File: config.mk
export PLATFORM = sky130hd
export DESIGN_NAME = systolic_drain
export DESIGN_NICKNAME = d
export VERILOG_FILES = /design/src/rtl/systolic_drain.sv
export SDC_FILE = /design/constraint.sdc
export NUM_CORES = 1
export LEC_CHECK = 0
export ABC_AREA = 1
export BUFFER_PORTS_ARGS = -buffer_cell sky130_fd_sc_hd__buf_4
export CAP_MARGIN = 20
export CORE_MARGIN = 1
export CORE_UTILIZATION = 46
export DETAILED_ROUTE_END_ITERATION = 16
export PLACE_DENSITY_LB_ADDON = 0.12
export REMOVE_ABC_BUFFERS = 1
export SLEW_MARGIN = 20
export SYNTH_ARGS = -nofsm -noshare
export SYNTH_HDL_FRONTEND = slang
export SYNTH_SLANG_ARGS = --single-unit
File: constraint.sdc
create_clock -name clk_i -period 1.8 [get_ports clk_i]
set_input_delay 0.09 -clock clk_i [delete_from_list [all_inputs] [get_ports clk_i]]
set_output_delay 0.09 -clock clk_i [all_outputs]
set_load 0.05 [all_outputs]
File: src/rtl/systolic_drain.sv
// Drains systolic-array accumulator lanes in strict index order onto a single
// valid/ready stream, tagging each result with its lane index and end-of-tile.
module systolic_drain #(
  parameter int unsigned width_p        = 32,
  parameter int unsigned array_width_p  = 2,
  parameter int unsigned array_height_p = 2,
  parameter int unsigned count_width_p  = 16,
  localparam int unsigned n_lp          = array_width_p * array_height_p,
  localparam int unsigned ptr_width_lp  = (n_lp > 1) ? $clog2(n_lp) : 1
) (
  input  logic                      clk_i,
  input  logic                      reset_n_i,
  input  logic                      en_i,
  input  logic [width_p*n_lp-1:0]   z_i,
  input  logic [n_lp-1:0]           z_valid_i,
  output logic [n_lp-1:0]           z_yumi_o,
  output logic [width_p-1:0]        data_o,
  output logic [ptr_width_lp-1:0]   idx_o,
  output logic                      last_o,
  output logic                      valid_o,
  input  logic                      ready_i,
  output logic                      tile_done_o,
  output logic [count_width_p-1:0]  tile_count_o
);

  localparam logic [ptr_width_lp-1:0] last_ptr_lp = ptr_width_lp'(n_lp - 1);

  logic [ptr_width_lp-1:0] ptr;
  logic [width_p-1:0]      lane_data;
  logic                    lane_valid;
  logic                    at_last;
  logic                    open;
  logic                    capture;

  // Lane select by loop so no dynamic index can fall outside the bus for any N.
  always_comb begin
    lane_data  = '0;
    lane_valid = 1'b0;
    for (int unsigned k = 0; k < n_lp; k++) begin
      if (ptr == ptr_width_lp'(k)) begin
        lane_data  = z_i[width_p*k +: width_p];
        lane_valid = z_valid_i[k];
      end
    end
  end

  always_comb begin
    at_last = (ptr == last_ptr_lp);
    open    = !valid_o || ready_i;
    // reset_n_i gates capture so yumi drops the instant reset asserts.
    capture = reset_n_i && en_i && open && lane_valid;
  end

  always_comb begin
    z_yumi_o = '0;
    for (int unsigned k = 0; k < n_lp; k++) begin
      if (capture && (ptr == ptr_width_lp'(k))) z_yumi_o[k] = 1'b1;
    end
  end

  always_ff @(posedge clk_i or negedge reset_n_i) begin
    if (!reset_n_i) begin
      ptr          <= '0;
      data_o       <= '0;
      idx_o        <= '0;
      last_o       <= 1'b0;
      valid_o      <= 1'b0;
      tile_done_o  <= 1'b0;
      tile_count_o <= '0;
    end else begin
      tile_done_o <= capture && at_last;
      if (capture) begin
        data_o  <= lane_data;
        idx_o   <= ptr;
        last_o  <= at_last;
        valid_o <= 1'b1;
        ptr     <= at_last ? '0 : ptr + 1'b1;
        if (at_last) tile_count_o <= tile_count_o + 1'b1;
      end else if (ready_i) begin
        valid_o <= 1'b0;
      end
    end
  end

endmodule

# Yosys cells after proc, flatten, opt, wreduce, memory -nomap -nowiden
# Index checks and enable logic that the tools add are counted.
word_totals:
  reg_bits: 55
  in_bits: 136
  output_inout_bits: 57
  word_cells: 39
classes:
  reduce_logical: 12
  n_eq_ne: 3
  mux: 15
  n_addsub: 2
ops:
  columns: ["cell", "count"]
  rows:
  - ["two-way mux 32 bit", 4]
  - ["adder 16 x 1 -> 16 bit (second input constant)", 1]
  - ["two-way mux 1 bit", 10]
  - ["logical AND 1 bit", 7]
  - ["== test 2 bit (second input constant)", 2]
  - ["adder 2 x 1 -> 2 bit (second input constant)", 1]
  - ["== test 2 x 1 -> 1 bit (second input constant)", 1]
  - ["logical NOT 2 bit", 1]
  - ["two-way mux 2 bit", 1]
  - ["AND reduction 2 bit", 1]
  - ["nonzero test 2 bit", 1]
  - ["logical NOT 1 bit", 1]
  - ["logical OR 1 bit", 1]

# Depth between registers and ports, before layout
# Gate-level depths: netlist of the first run.
logic_depth:
  ltp_word: 8
  depth_mapped: 12
  mapped_depth_nobuf: 10

# Worst setup path before layout of the first run
# OpenSTA, ideal clock, no wires.
synth_timing:
  path_kind: "flip-flop to output port"
  from: "register ptr[0]"
  to: "output port z_yumi_o[0]"
  setup_slack_ns: -0.219
  arrival_ns: 1.929
  path_buffers: 2
  t_required_ns: 1.710
  stages_incl_launch_ff: 10
  cell_sequence: "dfrtp_1 inv_1 ha_1 buf_2 inv_2 nand3_1 nand2_2 nand2_2 buf_2 nor2_1"
synth_via:
  elab_chain_len: 8
  elab_cells_between_ends: 11
  classes_between: "3 x eq/ne; 5 x mux; 3 x reduce/logical"
synth_rtl:
  columns: ["item", "line_no", "text"]
  rows:
  - ["from (decl)", "28", "logic [ptr_width_lp-1:0] ptr;"]
  - ["from (signal assigned)", "77", "ptr <= at_last ? '0 : ptr + 1'b1;"]
  - ["logical NOT 2 bit", "40, 57", null]
  - ["two-way mux 1 bit (4 in a row)", "40", "if (ptr == ptr_width_lp'(k)) begin"]
  - ["logical AND 1 bit", "51", "capture = reset_n_i && en_i && open && lane_valid;"]
  - ["logical AND 1 bit *", "57", "if (capture && (ptr == ptr_width_lp'(k))) z_yumi_o[k] = 1'b1;"]
  - ["two-way mux 1 bit *", "57", null]
  - ["to (decl)", "16", "output logic [n_lp-1:0] z_yumi_o,"]
# Mark *: on every way between the ends. The rest lies on a longest branch, timed or not.

# Final worst setup path of the first run
layout_timing:
  from: "register ptr[1]"
  to: "output port z_yumi_o[1]"
layout_via:
  elab_chain_len: 8
  elab_cells_between_ends: 11
  classes_between: "3 x eq/ne; 5 x mux; 3 x reduce/logical"
layout_rtl:
  columns: ["item", "line_no"]
  rows:
  - ["logical NOT 2 bit", "40"]
  - ["two-way mux 1 bit (4 in a row)", "40"]
  - ["logical AND 1 bit", "51"]
  - ["logical AND 1 bit *", "57"]
  - ["two-way mux 1 bit *", "57"]
# Marks and branches as above.

==> flow_summary_export.csv, run 1 <==
group,metric,value,unit
drt,route.detailed.drc,0,
logic_synthesis,synth_edf_count,0,
grt,grt_pass1_wl,19500,µm
hold_path,whs_path_depth,4,
clock_network,tritoncts,"yes",
pwr,combPwrFrac,70.7,%
pwr,seqPwrFrac,21.7,%
finish,n_fill_cell,628,
drt,drt_iter0_drc,191,
logic_synthesis,async_reset_ff_share,100,%
run,max_cap_violations,0,
logic_synthesis,yosys.area.top_type_share,37.6,%
sta,finalHoldViolCount,0,
sta,maxSlewViolCount,0,
drt,drt-total-wl,12600,µm
logic_synthesis,synth_warnings,0,
clock_network,clkLatencyLatePin,0.31,ns
clock_network,clk_pin_slew,0.10,ns
worst_setup_path,rrSetupSlack,-0.02,ns
floorplanning,num_rows,32,
sta,period_share,108,%
worst_setup_path,cp_max_fo,4,
pwr,p_total,8.73,mW
floorplanning,dieArea,8310,µm²
pwr,vdd.ir_drop.worst,0.654,mV
worst_setup_path,crit_buf_inv,4,
finish,syn_to_final_growth,55.4,%
logic_synthesis,yosysTopAreaCell,"dfrtp_1",
grt,antenna_found_initial,0,
pwr,switching_share,51.7,%
grt,grt_max_degree,56,
worst_setup_path,crit_chain,"inv_4 -> ha_4 -> inv_4 -> nand2_2 -> nand3_2 -> nand2_4 -> nand2_4 -> buf_12 -> nor2_4 -> buf_6",
drt,avgViaCountPerCell,5.12,
pwr,internal_power,4.22,mW
floorplanning,die_w,91.2,µm
hold_path,hp-class,"in -> reg",
worst_setup_path,criticalPathCategory,"reg -> out",
logic_synthesis,synthTopCellsByArea,"dfrtp_1 38%, nand2_1 31%, nand3_1 5.7%, or2_2 5.5%, a21oi_1 4.5%",
pwr,clockPowerShare,7.6,%
pwr,power.switching,4.51,mW
floorplanning,die_h,91.2,µm
grt,grt_pass1_vias,4250,
pwr,power.density,1540,nW/µm²
place,dp_slack,0.00879,ns
logic_synthesis,ys_types,22,
drt,ant_nets,0,
sta,layout_min_cycle_time,1.94,ns
sta,rsz0062_at_grt,"yes",
drt,dr.pass1.iters,5,
logic_synthesis,synth.most_common_cell,"nand2_1",
grt,grt_use_total,29.3,%
logic_synthesis,ys_seq_area_share,37.6,%
sta,finClkSkew,0.0102,ns
hold_path,whs_endpoint,"valid_o",
worst_setup_path,startpoint_type,"register",
clock_network,cts_buffer_depth,2,
clock_network,cts_sinks,55,
pwr,leakagePower,3.11,nW
logic_synthesis,ys_seq_elements,55,
worst_setup_path,r2r_cells,13,
worst_setup_path,critPathSlowestCell,"dfrtp_2",
finish,drive_gt1_share,38.5,%
sta,fin_ws,-0.141,ns
run_status,outcome,"finished with violations",
worst_setup_path,crit_family,"flip-flops",
floorplanning,initial_core_util,47.6,%
run_status,violations,"negative setup slack",
logic_synthesis,synth-main-ff-cell,"dfrtp_1",
logic_synthesis,netlist_instances,568,
floorplanning,io-pin-count,193,
place,hpwl,8740,µm
sta,setup_viol,6,
sta,slew_headroom,52.7,%
grt,overflow,0,
worst_setup_path,cp.required,1.71,ns
worst_setup_path,endpoint_kind,"output pin",
floorplanning,core_area,7690,µm²
worst_setup_path,crit_arrival,1.85,ns
sta,fmax,515,MHz
logic_synthesis,synth_common_cells,"304 x nand2_1, 55 x dfrtp_1, 42 x nand3_1",
clock_network,root_buffer,"clkbuf_8",
logic_synthesis,syn_area,3660,µm²
worst_setup_path,timing.rr.start,"ptr[0]",
finish,final_nets,914,
clock_network,htreeDepth,2,
drt,vias,4488,
sta,worstMarginPinSlew,0.710,ns
clock_network,cts_buffers,5,
place,portBuffers,192,
place,gp_congestion,0.828,
logic_synthesis,avgSynthCellArea,6.44,µm²
worst_setup_path,rr_endpoint,"data_o[19]",
worst_setup_path,cp_slowest_stage_delay,0.47,ns
hold_path,min_from,"ready_i",
drt,wire_per_inst,14.4,µm
finish,diodes,0,
flip-flops by register name (all words and copies together), names as in the netlist:
| register | cells |
|---|---|
| idx_o | 2 |
| valid_o | 1 |
| tile_done_o | 1 |
| tile_count_o | 16 |
| data_o | 32 |
| ptr | 2 |
| last_o | 1 |
power groups by stage:
stage | clock, mW | combinational [mW] | sequential [mW]
finish | 0.662 | 6.17 | 1.90
global route | 0.722 | 6.66 | 1.94
CTS | 0.668 | 5.55 | 1.87
detailed placement | 0 | 5.32 | 1.89
global placement | 0 | 5.26 | 1.88
floorplan | 0 | 2.27 | 3.05
placed cells by master (no fill, tap or decap), drive strengths merged:
cell type and count:
nand2 306, buf 226, dfrtp 55, nand3 43
a21oi 33, or2 32, nor2 22, inv 18
o21ai 9, clkbuf 9, nand4 6, xnor2 5
ha 5, xor2 2, clkinvlp 1, clkinv 1
dlygate4sd3 1
per-layer routing:
| layer | GRT usage, % | share of wire, % |
|---|---|---|
| met1 | 36.0 | 39 |
| met2 | 51.5 | 49 |
| met3 | 5.78 | 8.6 |
| met4 | 9.66 | 2.6 |
| met5 | 0 | 0 |
how the worst max path moves through the flow:
stage | start | end | slack (ns) | cells after the start
floorplan | ptr[0] | ptr[1] | -0.96 | 9
global placement | ptr[1] | z_yumi_o[1] | 0.07 | 10
detailed placement | ptr[1] | z_yumi_o[1] | 0.009 | 10
CTS | ptr[1] | z_yumi_o[2] | -0.09 | 10
global route | ptr[1] | z_yumi_o[1] | -0.21 | 10
finish | ptr[1] | z_yumi_o[1] | -0.14 | 10
repair_timing:
action,CTS,global route
gates resized for setup,23,22
cloned,0,3
pin swaps,3,14
hold endpoints to repair,55,0
setup buffers,9,4
hold buffers,1,0
setup endpoints to repair,7,48
per-stage QoR:
stage | std cells | hold WS (ns) | utilization (%) | instance area [µm²] | TNS, ns
3_5_place_dp | 851 | 0.271 | 68.4 | 5260 | 0
2_1_floorplan | 537 | -0.206 | - | 3490 | -47.49
5_1_grt | 876 | 0.0745 | 73.9 | 5680 | -2.53
3_3_place_gp | 851 | 0.269 | 68.4 | 5260 | 0
6_report | 876 | 0.0385 | 73.9 | 5680 | -0.485
4_1_cts | 869 | 0.0395 | 71.6 | 5510 | -0.239
final cells by class:
class / count / area, µm² / share of cell area (%)
multi-input cells: 463 / 2150 / 37.8
repair buffers: 229 / 1860 / 32.7
flip-flops and latches: 55 / 1380 / 24.3
well taps: 102 / 128 / 2.25
inverters: 19 / 87.6 / 1.54
clock buffers: 7 / 76.3 / 1.34
clock inverters: 1 / 5.00 / 0.0881
tightest hold or removal path, cell delays in order:
cell and delay (ns):
buf_4 0.08, inv_1 0.03, nand2_1 0.07, nand2_1 0.05
cells by family after synthesis:
family,count (synthesis),synth area share (%)
adders and majority gates,5,1.71
xor gates and xnor gates,7,1.68
buffers and inverters,50,6.54
and+or+nand+nor,409,46.7
AOI/OAI and AO/OA,42,5.75
DFF,55,37.6
No activity file was read; power rests on OpenSTA's default activity.
==> run 2: changes to the inputs <==
--- a/config.mk
+++ b/config.mk
@@ -9,10 +9,11 @@
 export BUFFER_PORTS_ARGS = -buffer_cell sky130_fd_sc_hd__buf_4
 export CAP_MARGIN = 20
 export CORE_MARGIN = 1
-export CORE_UTILIZATION = 46
+export CORE_UTILIZATION = 39
 export DETAILED_ROUTE_END_ITERATION = 16
 export PLACE_DENSITY_LB_ADDON = 0.12
 export REMOVE_ABC_BUFFERS = 1
+export SKIP_CTS_REPAIR_TIMING = 1
 export SLEW_MARGIN = 20
 export SYNTH_ARGS = -nofsm -noshare
 export SYNTH_HDL_FRONTEND = slang
==> run 2 against run 1 <==
The run still ends with negative setup slack left. Sequential power about the same. Global-route usage shrank 4.4 points. Worst setup slack about the same. Sequential cell count is the same. Register-to-register slack gained 0.02 ns.
==> flow_summary_export.csv, run 2 (synthesis results as in run 1) <==
group,metric,value,unit
sta,fmax,515,MHz
pwr,seqPwrFrac,22.3,%
sta,layout_min_cycle_time,1.94,ns
pwr,p_total,8.39,mW
worst_setup_path,cp_max_fo,8,
sta,period_share,108,%
worst_setup_path,critPathSlowestCell,"dfrtp_1",
sta,finClkSkew,0.00960,ns
floorplanning,die_h,98.8,µm
worst_setup_path,endpoint_kind,"output pin",
clock_network,cts_sinks,55,
pwr,clockPowerShare,7.9,%
worst_setup_path,crit_chain,"inv_2 -> ha_1 -> nand2_1 -> nand2_2 -> nand3_2 -> nand2_4 -> nand2_4 -> buf_12 -> nor2_4 -> buf_8",
place,portBuffers,192,
clock_network,clkLatencyLatePin,0.31,ns
worst_setup_path,crit_buf_inv,3,
clock_network,tritoncts,"yes",
drt,wire_per_inst,14.5,µm
finish,largest_reg_flops,32,
sta,slew_headroom,53.0,%
worst_setup_path,cp_slowest_stage_delay,0.44,ns
finish,finish.utilization,63.2,%
drt,route.detailed.drc,0,
floorplanning,num_rows,34,
sta,maxSlewViolCount,0,
drt,ant_nets,0,
pwr,power.density,1490,nW/µm²
finish,final_nets,911,
hold_path,min_from,"ready_i",
sta,worstMarginPinSlew,0.706,ns
floorplanning,initial_core_util,41.1,%
finish,syn_to_final_growth,53.7,%
grt,grt_pass1_vias,4096,
pwr,leakagePower,3.09,nW
clock_network,cts_buffer_depth,2,
drt,drt_iter0_drc,210,
worst_setup_path,crit_family,"simple AND/OR/NAND/NOR gates",
grt,grt_max_degree,56,
finish,reg_top3,"data_o x32, tile_count_o x16",
pwr,vdd.ir_drop.worst,0.898,mV
worst_setup_path,criticalPathCategory,"reg -> out",
drt,dr.pass1.iters,4,
clock_network,clk_pin_slew,0.10,ns
hold_path,whs_endpoint,"valid_o",
sta,finalHoldViolCount,0,
grt,grt_pass1_wl,19400,µm
drt,avgViaCountPerCell,4.95,
grt,antenna_found_initial,0,
finish,final_cell_mix,"303 x nand2_1, 211 x buf_4, 55 x dfrtp_1",
worst_setup_path,rr_endpoint,"tile_count_o[4]",
finish,final-instance-count-excl-fill,879,
worst_setup_path,cpMostUsedCell,"nand2_4",
pwr,power.switching,4.36,mW
worst_setup_path,r2r_cells,13,
hold_path,whs_path_depth,4,
floorplanning,die_w,98.8,µm
sta,rsz0062_at_grt,"yes",
finish,final_common_cell,"nand2_1",
run_status,outcome,"finished with violations",
floorplanning,core_area,8890,µm²
clock_network,root_buffer,"clkbuf_8",
drt,drt-total-wl,12700,µm
finish,n_fill_cell,828,
run,max_cap_violations,0,
grt,overflow,0,
pwr,internal_power,4.04,mW
place,gp_congestion,0.823,
finish,diodes,0,
drt,vias,4350,
run_status,violations,"negative setup slack",
sta,holdWs,0.0402,ns
grt,grt_use_total,25.0,%
worst_setup_path,timing.rr.start,"ptr[0]",
worst_setup_path,crit_arrival,1.85,ns
worst_setup_path,rrSetupSlack,0,ns
hold_path,hp-class,"in -> reg",
floorplanning,io-pin-count,193,
pwr,combPwrFrac,69.8,%
sta,fin_ws,-0.141,ns
clock_network,htreeDepth,2,
worst_setup_path,startpoint_type,"register",
finish,regArea,1380,µm²
finish,multi_input_area,2110,µm²
worst_setup_path,cp.required,1.71,ns
place,hpwl,9100,µm
sta,setup_viol,5,
place,placed_cells,858,
clock_network,cts_buffers,5,
pwr,switching_share,51.9,%
finish,drive_gt1_share,37.0,%
finish,largest-register,"data_o",
floorplanning,dieArea,9770,µm²
-- run 2: cell count changes in the layout (fill, tap and decap cells not counted), moves of 3 or more --
cell	change
inv_2	+3
inv_4	-3
nand2_1	+6
nand2_2	-6
buf_6	-3
-- run 2: how the worst max path moves through the flow --
| stage | slack, ns | startpoint | endpoint | depth (start not counted) |
|---|---|---|---|---|
| 3_3_place_gp | 0.07 | ptr[0] | z_yumi_o[1] | 9 |
| 4_1_cts | -0.31 | ptr[1] | z_yumi_o[2] | 10 |
| 3_5_place_dp | 0.06 | ptr[1] | z_yumi_o[2] | 10 |
| 6_report | -0.14 | ptr[0] | z_yumi_o[1] | 10 |
| 2_1_floorplan | -0.96 | ptr[0] | ptr[1] | 9 |
| 5_1_grt | -0.26 | ptr[0] | z_yumi_o[1] | 10 |
-- run 2: cell type report --
| class | instances | area share [%] |
|---|---|---|
| multi-input cells | 463 | 37.6 |
| flip-flops and latches | 55 | 24.5 |
| clock buffers | 7 | 1.36 |
| repair buffers | 226 | 32.7 |
| clock inverters | 1 | 0.0891 |
| well taps | 108 | 2.41 |
| inverters | 19 | 1.36 |
-- run 2: per-layer routing --
metal  wire (µm)  global-route usage [%]  vias up  part of all wire [%]
met3         730                    4.75       18                   5.7
li1            -                       -     2172                     -
met2        6430                    43.2      150                    50
met1        5340                    31.6     2010                    42
met5           0                       0        -                     0
met4         241                    7.35        0                   1.9
-- run 2: stage by stage --
step                cell area (µm²)  TNS, ns  worst slack (ns)
global route                   5620    -4.29            -0.262
floorplan                      3490   -47.49            -0.958
finish                         5620   -0.454            -0.141
global placement               5260        0            0.0703
detailed placement             5260        0            0.0593
CTS                            5340    -1.03            -0.310
-- run 2: power groups by stage --
stage	logic [mW]	clock network (mW)	registers [mW]
detailed placement	5.31	0	1.87
floorplan	2.27	0	3.05
CTS	5.31	0.684	1.86
global route	6.37	0.726	1.92
finish	5.86	0.664	1.87
global placement	5.23	0	1.87
-- run 2: worst register-to-register path, stage by stage (launching register included) --
cell	delay [ns]
dfrtp_1	0.44
buf_6	0.14
ha_4	0.16
inv_2	0.09
nand2_2	0.07
nand3_2	0.08
nand2_4	0.07
buf_4	0.15
nand3_4	0.07
inv_4	0.05
buf_4	0.14
buf_12	0.13
nand2_1	0.05
nand2_1	0.05
